<file path="config.mk">
export PLATFORM = sky130hd
export DESIGN_NAME = uart_tx_buffered
export DESIGN_NICKNAME = d
export VERILOG_FILES = /design/src/rtl/uart_pkg.sv /design/src/rtl/byte_fifo.sv /design/src/rtl/uart_tx_buffered.sv
export SDC_FILE = /design/constraint.sdc
export NUM_CORES = 1
export LEC_CHECK = 0
export BUFFER_PORTS_ARGS = -buffer_cell sky130_fd_sc_hd__buf_2
export CAP_MARGIN = 20
export CORE_ASPECT_RATIO = 1.4
export CORE_MARGIN = 2
export CORE_UTILIZATION = 60
export CTS_CLUSTER_DIAMETER = 60
export DETAILED_ROUTE_END_ITERATION = 7
export PLACE_DENSITY = 0.78
export SLEW_MARGIN = 25
export SYNTH_ARGS = -nofsm -noshare
export SYNTH_HDL_FRONTEND = slang
export SYNTH_SLANG_ARGS = --single-unit
</file>
<file path="constraint.sdc">
create_clock -name clk -period 3.1 [get_ports clk]
set_clock_uncertainty 0.15 [all_clocks]
set_input_delay 0.465 -clock clk [delete_from_list [all_inputs] [get_ports clk]]
set_output_delay 0.465 -clock clk [all_outputs]
set_load 0.01 [all_outputs]
</file>
<file path="src/rtl/uart_pkg.sv">
// uart_pkg: shared transmitter state encoding and bit-timing helpers
package uart_pkg;

    typedef enum logic [1:0] {IDLE, START, DATA, STOP} tx_state_e;

    // Clock cycles spent on each serial bit, truncated to an integer
    function automatic int cpb_calc(input int clk_hz, input int bit_rate);
        return clk_hz / bit_rate;
    endfunction

    // Bits needed to hold values 0..max_val, never less than one
    function automatic int width_for(input int max_val);
        return (max_val > 0) ? $clog2(max_val + 1) : 1;
    endfunction

endpackage

</file>
<file path="src/rtl/byte_fifo.sv">
// byte_fifo: small circular buffer with occupancy count; pushes while full and pops while empty are ignored
module byte_fifo #(
    parameter int WIDTH = 8,
    parameter int DEPTH = 4
) (
    input  logic                     clk,
    input  logic                     resetn,
    input  logic                     push_i,
    input  logic                     pop_i,
    input  logic [WIDTH-1:0]         wr_data_i,
    output logic [WIDTH-1:0]         rd_data_o,
    output logic                     full_o,
    output logic                     empty_o,
    output logic [$clog2(DEPTH):0]   count_o
);

    localparam int AW = $clog2(DEPTH);

    logic [WIDTH-1:0] mem_q [DEPTH];
    logic [AW-1:0]    wr_ptr_q;
    logic [AW-1:0]    rd_ptr_q;
    logic [AW:0]      count_q;
    logic [AW:0]      count_d;
    logic             do_push;
    logic             do_pop;

    assign full_o    = count_q == (AW+1)'(DEPTH);
    assign empty_o   = count_q == '0;
    assign do_push   = push_i && !full_o;
    assign do_pop    = pop_i && !empty_o;
    assign count_d   = count_q + (AW+1)'(do_push) - (AW+1)'(do_pop);
    assign rd_data_o = mem_q[rd_ptr_q];
    assign count_o   = count_q;

    // Storage needs no reset: entries are only read once the count says they were written
    always_ff @(posedge clk) begin
        if (do_push) mem_q[wr_ptr_q] <= wr_data_i;
    end

    // Pointers wrap naturally because DEPTH is a power of two
    always_ff @(posedge clk or negedge resetn) begin
        if (!resetn) begin
            wr_ptr_q <= '0;
            rd_ptr_q <= '0;
            count_q  <= '0;
        end else begin
            wr_ptr_q <= wr_ptr_q + AW'(do_push);
            rd_ptr_q <= rd_ptr_q + AW'(do_pop);
            count_q  <= count_d;
        end
    end

endmodule

</file>
<file path="src/rtl/uart_tx_buffered.sv">
// uart_tx_buffered: 8N1-style UART transmitter fed from a byte buffer, frames sent back-to-back
module uart_tx_buffered
    import uart_pkg::*;
#(
    parameter int CLK_HZ       = 50000000,
    parameter int BIT_RATE     = 9600,
    parameter int PAYLOAD_BITS = 8,
    parameter int STOP_BITS    = 1,
    parameter int FIFO_DEPTH   = 4
) (
    input  logic                          clk,
    input  logic                          resetn,
    input  logic [PAYLOAD_BITS-1:0]       tx_data,
    input  logic                          tx_valid,
    output logic                          tx_ready,
    output logic                          uart_txd,
    output logic                          tx_busy,
    output logic [$clog2(FIFO_DEPTH):0]   fifo_count
);

    localparam int CPB = cpb_calc(CLK_HZ, BIT_RATE);
    localparam int CW  = width_for(CPB - 1);
    localparam int BW  = width_for((PAYLOAD_BITS > STOP_BITS) ? PAYLOAD_BITS - 1 : STOP_BITS - 1);
    localparam logic [CW-1:0] CNT_LAST  = CW'(CPB - 1);
    localparam logic [BW-1:0] DATA_LAST = BW'(PAYLOAD_BITS - 1);
    localparam logic [BW-1:0] STOP_LAST = BW'(STOP_BITS - 1);

    tx_state_e               state_q;
    logic [CW-1:0]           cnt_q;
    logic [BW-1:0]           bit_q;
    logic [PAYLOAD_BITS-1:0] shift_q;
    logic                    txd_q;
    logic [PAYLOAD_BITS-1:0] head;
    logic                    fifo_full;
    logic                    fifo_empty;
    logic                    bit_done;
    logic                    pop;

    assign bit_done = cnt_q == CNT_LAST;
    // Pop when idle, or on the last cycle of the last stop bit so the next start bit follows without a gap
    assign pop      = !fifo_empty && (state_q == IDLE ||
                      (state_q == STOP && bit_done && bit_q == STOP_LAST));
    assign tx_ready = !fifo_full;
    assign tx_busy  = state_q != IDLE || !fifo_empty;
    assign uart_txd = txd_q;

    byte_fifo #(
        .WIDTH (PAYLOAD_BITS),
        .DEPTH (FIFO_DEPTH)
    ) u_fifo (
        .clk       (clk),
        .resetn    (resetn),
        .push_i    (tx_valid),
        .pop_i     (pop),
        .wr_data_i (tx_data),
        .rd_data_o (head),
        .full_o    (fifo_full),
        .empty_o   (fifo_empty),
        .count_o   (fifo_count)
    );

    // Frame sequencer; the line flop follows the state one cycle later, keeping every bit exactly CPB long
    always_ff @(posedge clk or negedge resetn) begin
        if (!resetn) begin
            state_q <= IDLE;
            cnt_q   <= '0;
            bit_q   <= '0;
            shift_q <= '0;
            txd_q   <= 1'b1;
        end else begin
            txd_q <= (state_q == START) ? 1'b0 : (state_q == DATA) ? shift_q[0] : 1'b1;
            case (state_q)
                IDLE: begin
                    if (pop) begin
                        shift_q <= head;
                        cnt_q   <= '0;
                        bit_q   <= '0;
                        state_q <= START;
                    end
                end
                START: begin
                    if (bit_done) begin
                        cnt_q   <= '0;
                        state_q <= DATA;
                    end else begin
                        cnt_q <= cnt_q + 1'b1;
                    end
                end
                DATA: begin
                    if (bit_done) begin
                        cnt_q   <= '0;
                        shift_q <= shift_q >> 1;
                        bit_q   <= (bit_q == DATA_LAST) ? '0 : bit_q + 1'b1;
                        if (bit_q == DATA_LAST) state_q <= STOP;
                    end else begin
                        cnt_q <= cnt_q + 1'b1;
                    end
                end
                STOP: begin
                    if (bit_done) begin
                        cnt_q <= '0;
                        if (bit_q == STOP_LAST) begin
                            bit_q <= '0;
                            if (pop) begin
                                shift_q <= head;
                                state_q <= START;
                            end else begin
                                state_q <= IDLE;
                            end
                        end else begin
                            bit_q <= bit_q + 1'b1;
                        end
                    end else begin
                        cnt_q <= cnt_q + 1'b1;
                    end
                end
                default: state_q <= IDLE;
            endcase
        end
    end

endmodule
</file>
After elaboration in Yosys (flattened, before gate mapping)
Memory sizes are Yosys's and may differ from the RTL's.
Cells that the tools add are included.
{ "totals": {"regBits": 34, "latchBits": 0, "ramBits": 32, "rom_bits": 0, "input_bits": 11, "out_inout_bits": 6, "n_memories": 1} }
{ "op_classes": {"n_addsub": 6, "mul": 0, "n_div": 0, "order_cmp": 0, "eq_ne": 12, "shifts": 0, "muxes": 26, "bitwise": 0, "n_reduce_logical": 18} }
{ "mem_list": {"columns": ["memory", "depth", "width", "rd", "rd_ports_with_merged_regs", "wr", "line", "source"], "rows": [
  ["u_fifo.mem_q", 4, 8, 1, 0, 1, "byte_fifo.sv:19", "logic [WIDTH-1:0] mem_q [DEPTH];"]
]} }
{ "ops": {"columns": ["op", "count"], "rows": [
  ["$mux W8", 4],
  ["$mux W13", 2],
  ["$pmux W13 S2", 1],
  ["$pmux W8 S3", 1],
  ["$mux W3", 5],
  ["$add A13 B1 Y13 const B", 1],
  ["$eq A13 B13 Y1 const B", 1],
  ["$mux W2", 6],
  ["$pmux W3 S3", 1],
  ["$pmux W2 S4", 1],
  ["$reduce_and A4 Y1", 2],
  ["$eq A3 B3 Y1 const B", 2],
  ["$logic_not A3 Y1", 2],
  ["$ne A2 B1 Y1 const B", 3],
  ["$ne A2 B2 Y1 const B", 3],
  ["$reduce_and A6 Y1", 1],
  ["$logic_and A1 B1 Y1", 5],
  ["$mux W1", 5],
  ["$add A2 B1 Y2", 2],
  ["$eq A2 B2 Y1 const B", 2],
  ["$add A3 B1 Y3", 1],
  ["$add A3 B1 Y3 const B", 1],
  ["$reduce_bool A3 Y1", 1],
  ["$reduce_or A3 Y1", 1],
  ["other kinds (6)", 8]
]} }

Depth between registers and ports, before layout
{ "depth": {"word_depth": 9, "depth_mapped": 13} }

By module
Synthesis repeated with hierarchy kept, for this count alone.
{ "hier_totals": {"cells_unflattened": 246, "area_unflattened_um2": 3161.8} }
{ "by_module_without_submodules": {"columns": ["mod", "n_inst", "cells_each", "area_per_inst_um2", "seq_area_each_um2"], "rows": [
  ["uart_tx_buffered", 1, 173, 1616.6, 676.9],
  ["byte_fifo", 1, 73, 1545.2, 1136.1]
]} }

Worst setup path after synthesis
OpenSTA, ideal clock, no wires.
{ "synth_path": {"path_type": "register to register", "start": "register cnt_q[0]", "end": "register u_fifo.count_q[2], in the netlist u_fifo.count_o[2]", "setup_time_ns": 0.131, "arrival_ns": 2.560, "t_required_ns": 2.819, "path_slack_ns": 0.259, "stages_incl_launch_ff": 14, "n_path_buf": 1, "path_cell_list": "dfrtp_1 > ha_1 > and4b_1 > and3_2 > clkbuf_1 > a31oi_1 > nor2_1 > ha_1 > inv_1 > ha_1 > inv_1 > fa_1 > xnor2_1 > xnor2_1"} }
{ "synth_between": {"elab_chain_len": 7} }
{ "synth_rtl": {"columns": ["item", "line", "source"], "rows": [
  ["start: declaration", "uart_tx_buffered.sv:29", "logic [CW-1:0] cnt_q;"],
  ["start signal: assignment", "uart_tx_buffered.sv:86", "cnt_q <= cnt_q + 1'b1;"],
  ["start signal: assignment", "uart_tx_buffered.sv:96", "cnt_q <= cnt_q + 1'b1;"],
  ["start signal: assignment", "uart_tx_buffered.sv:114", "cnt_q <= cnt_q + 1'b1;"],
  ["$eq A13 B13 Y1", "uart_tx_buffered.sv:39", "assign bit_done = cnt_q == CNT_LAST;"],
  ["$logic_and A1 B1 Y1 (2 in series)", "uart_tx_buffered.sv:42", "(state_q == STOP && bit_done && bit_q == STOP_LAST));"],
  ["$logic_or A1 B1 Y1", "uart_tx_buffered.sv:41", "assign pop = !fifo_empty && (state_q == IDLE ||"],
  ["$logic_and A1 B1 Y1", "uart_tx_buffered.sv:41", null],
  ["$logic_and A1 B1 Y1", "byte_fifo.sv:30", "assign do_pop = pop_i && !empty_o;"],
  ["$sub A3 B1 Y3", "byte_fifo.sv:31", "assign count_d = count_q + (AW+1)'(do_push) - (AW+1)'(do_pop);"],
  ["named net u_fifo.count_d[2]", "byte_fifo.sv:23", "logic [AW:0] count_d;"],
  ["end signal: assignment", "byte_fifo.sv:49", "count_q <= count_d;"],
  ["end: declaration", "byte_fifo.sv:22", "logic [AW:0] count_q;"]
]} }
The timed path passes the listed nets, and every way through them passes these cells.
A chain may end at the register's enable or synchronous reset.

Worst setup path after layout
Same ends and word-level chain as after synthesis.

==> results.md <==
- Status: completed
- Dpl ws: 0.206 ns
- Flops & latches, synth: 66
- Clock-pin slew on the worst setup and hold paths: 0.08 ns
- First DRT Iteration DRCs: 97
- Commonest cells in the synthesized netlist: 33 x dfrtp_1, 32 x edfxtp_1, 16 x mux2_2
- Tcrit/Tclk final: 94.3%
- ANT cells: 0
- Num CTS Buffers: 9
- Most common cell in the synthesized netlist: dfrtp_1
- Final core occ: 68.1%
- Setup TNS: 0 ns
- Die area: 0.00590 mm^2
- Nets: 273
- Gate power share: 35.7%
- Crit path launch type: register
- RSZ-0062 raised after global routing: no
- Total gr overflow: 0
- Max FO, Critical Path: 7
- Area share of the largest cell type after synthesis: 30.3%
- Peak Freq: 0.342 GHz
- CTS tree: done
- Synthesized area: 0.00318 mm^2
- Max Buffers Root-to-Sink: 2
- Maxcap violations: 0
- Min cycle time layout: 2.92 ns
- Setup violations, final: 0
- Async set or reset register ratio after synthesis: 51.5%
- P per Cell Area: 929 mW/mm^2
- Placed cell count: 302
- Max-Slew Margin vs Limit: 48.0%
- Via-to-Cell Ratio: 5.86
- Clock Latency Late Sink: 0.34 ns
- Synth Flop Type: dfrtp_1
- Pleak: 1.44 nW
- P&R area growth vs syn: 10.7%
- Syn_area_per_cell: 14.1 um^2
- Synthesized Nets: 251
- Switch share: 34.0%
- Worst EP arrival: 3.00 ns
- Post-synth top area cell: edfxtp_1
- First-pass GRT wire length: 8740 um
- Clk pwr share: 21.8%
- Design Power: 3.27 mW
- Post-synth EDFFs: 32
- Area occupied by multi-input gates: 0.00126 mm^2
- Routed via count: 1862
- Setup CP Type: reg2reg
- Sequential-to-total area share from yosys stat: 57.1%
- CP required: 3.18 ns
- Final hold violations: 0
- Wire length per cell: 16.2 um
- Mapped Cells: 225
- PnR worst setup slack: 0.176 ns
- H-Tree Depth: 3
- Sequential share of power: 42.5%
- Internal power: 2.16 mW
- Drt total wl: 5150 um
- TritonRoute pass-1 iters: 4
- Initial antenna violation count: 0
- Rows: 31
- Crit path capture type: register
- Hold-fix buffers at CTS: 0
- Final std cells w/o fill: 318
- # DRC: 0
- Io pins: 17
- Reg area: 0.00181 mm^2
- Largest net degree at the start of global routing: 35
- GPL Wtd Cong: 0.810
- Net switching power: 1.11 mW
- Die H: 90.1 um
- Chip width: 65.5 um
- Layout cell share with drive strength beyond 1: 28.2%
- Pins Over Slew Limit: 0
- Core Box Area: 0.00516 mm^2
- Synthesis Warnings: 0
- Worst-Margin Slew: 0.778 ns
- I/O Buffers: 16
- DP HPWL: 3620 um
- FILL cells: 364
- Worst IR drop on VDD: 0.662 mV
- CTS sink count: 66
- Most area-consuming cells after synthesis: edfxtp_1 30%, dfrtp_1 26%, mux2_2 5.7%, ha_1 5.5%, mux4_2 4.3%
- Antenna Nets Post-Route: 0
- Clk root buf: clkbuf_8
- Initial Utilization: 61.6%
- Vias in the first global route: 1829
- Hold Path Class: in2async
- Number of distinct library cells after synthesis: 52
- Total Routing Usage GR: 19.6%
state kept, by name, indices dropped and copies added (netlist names):
name	flops
bit_q	3
cnt_q	13
shift_q	8
state_q	2
u_fifo.count_o	3
u_fifo.mem_q	32
u_fifo.rd_ptr_q	2
u_fifo.wr_ptr_q	2
uart_txd	1
timing repair:
action,4_1_cts,5_1_grt
gates resized for setup,0,1
endpoints found under the setup margin,0,1
buffers inserted,0,0
metal layers:
metal | up-vias | share of wire [%] | GRT usage, %
li1 | 898 | - | -
met1 | 916 | 43 | 24.9
met2 | 35 | 51 | 31.0
met3 | 13 | 3.1 | 5.51
met4 | 0 | 2.6 | 9.38
met5 | - | 0 | 0
cell families after synthesis:
| logic type | count (synthesis) | synth area share, % |
|---|---|---|
| compound gates | 36 | 9.02 |
| xor+xnor | 6 | 1.65 |
| fa+ha+maj | 15 | 6.15 |
| buf+inv | 22 | 3.39 |
| flops | 66 | 57.1 |
| mux | 28 | 12.8 |
| simple gates | 52 | 9.85 |
stage by stage:
stage	hold slack, ns	cell area (um^2)
2_1_floorplan	0.0194	3180
6_report	0.0385	3510
4_1_cts	0.0658	3510
3_5_place_dp	0.340	3310
5_1_grt	0.102	3510
3_3_place_gp	0.322	3310
power by group through the flow:
stage	sequential [mW]	clock [mW]	combinational, mW
final	1.39	0.712	1.17
after global routing	1.42	0.773	1.30
after floorplan	1.32	0	0.990
after detailed placement	1.40	0	1.18
after global placement	1.39	0	1.15
after CTS	1.39	0.730	1.19
placed cells by master (no fill, tap or decap), types with 5 or more instances in the layout:
cell type / Yosys / final
nor2_1: 10 / 10
a31oi_1: 7 / 7
o21ai_0: 5 / 5
buf_4: 0 / 5
nand2_1: 10 / 10
clkbuf_8: 1 / 9
dfrtp_1: 33 / 33
mux2_2: 16 / 16
ha_1: 14 / 14
buf_2: 0 / 16
inv_1: 12 / 12
edfxtp_1: 32 / 32
mux4_2: 6 / 6
layout make-up:
| type | count | area share [%] |
|---|---|---|
| flip-flops and latches | 66 | 51.6 |
| multi-input cells | 137 | 35.7 |
| clock buffers | 9 | 3.52 |
| repair buffers | 21 | 3.35 |
| well taps | 66 | 2.35 |
| clock inverters | 7 | 2.17 |
| inverters | 12 | 1.28 |
critical path, stage by stage (launching register included):
cell	delay [ns]
dfrtp_1	0.41
ha_1	0.24
and4b_2	0.30
and3_2	0.27
a31oi_1	0.10
nor2_1	0.20
ha_1	0.27
inv_1	0.06
ha_1	0.14
inv_1	0.05
fa_1	0.37
xnor2_1	0.15
xnor2_1	0.12
path summary, 6_finish.rpt:
check,from,endpoint,slack [ns],cells past startpoint
worst max-delay path,cnt_q[0],u_fifo.count_o[2],0.18,12
min in group clk,tx_data[7],u_fifo.mem_q[2][7],0.18,1
worst min register to register,cnt_q[12],cnt_q[12],0.35,1
max in group asynchronous,resetn,shift_q[6],2.27,1
worst max register to register,cnt_q[0],u_fifo.count_o[2],0.18,12
worst min-delay path,resetn,bit_q[1],0.04,1
Note: power is estimated with default switching activity, not from simulation.
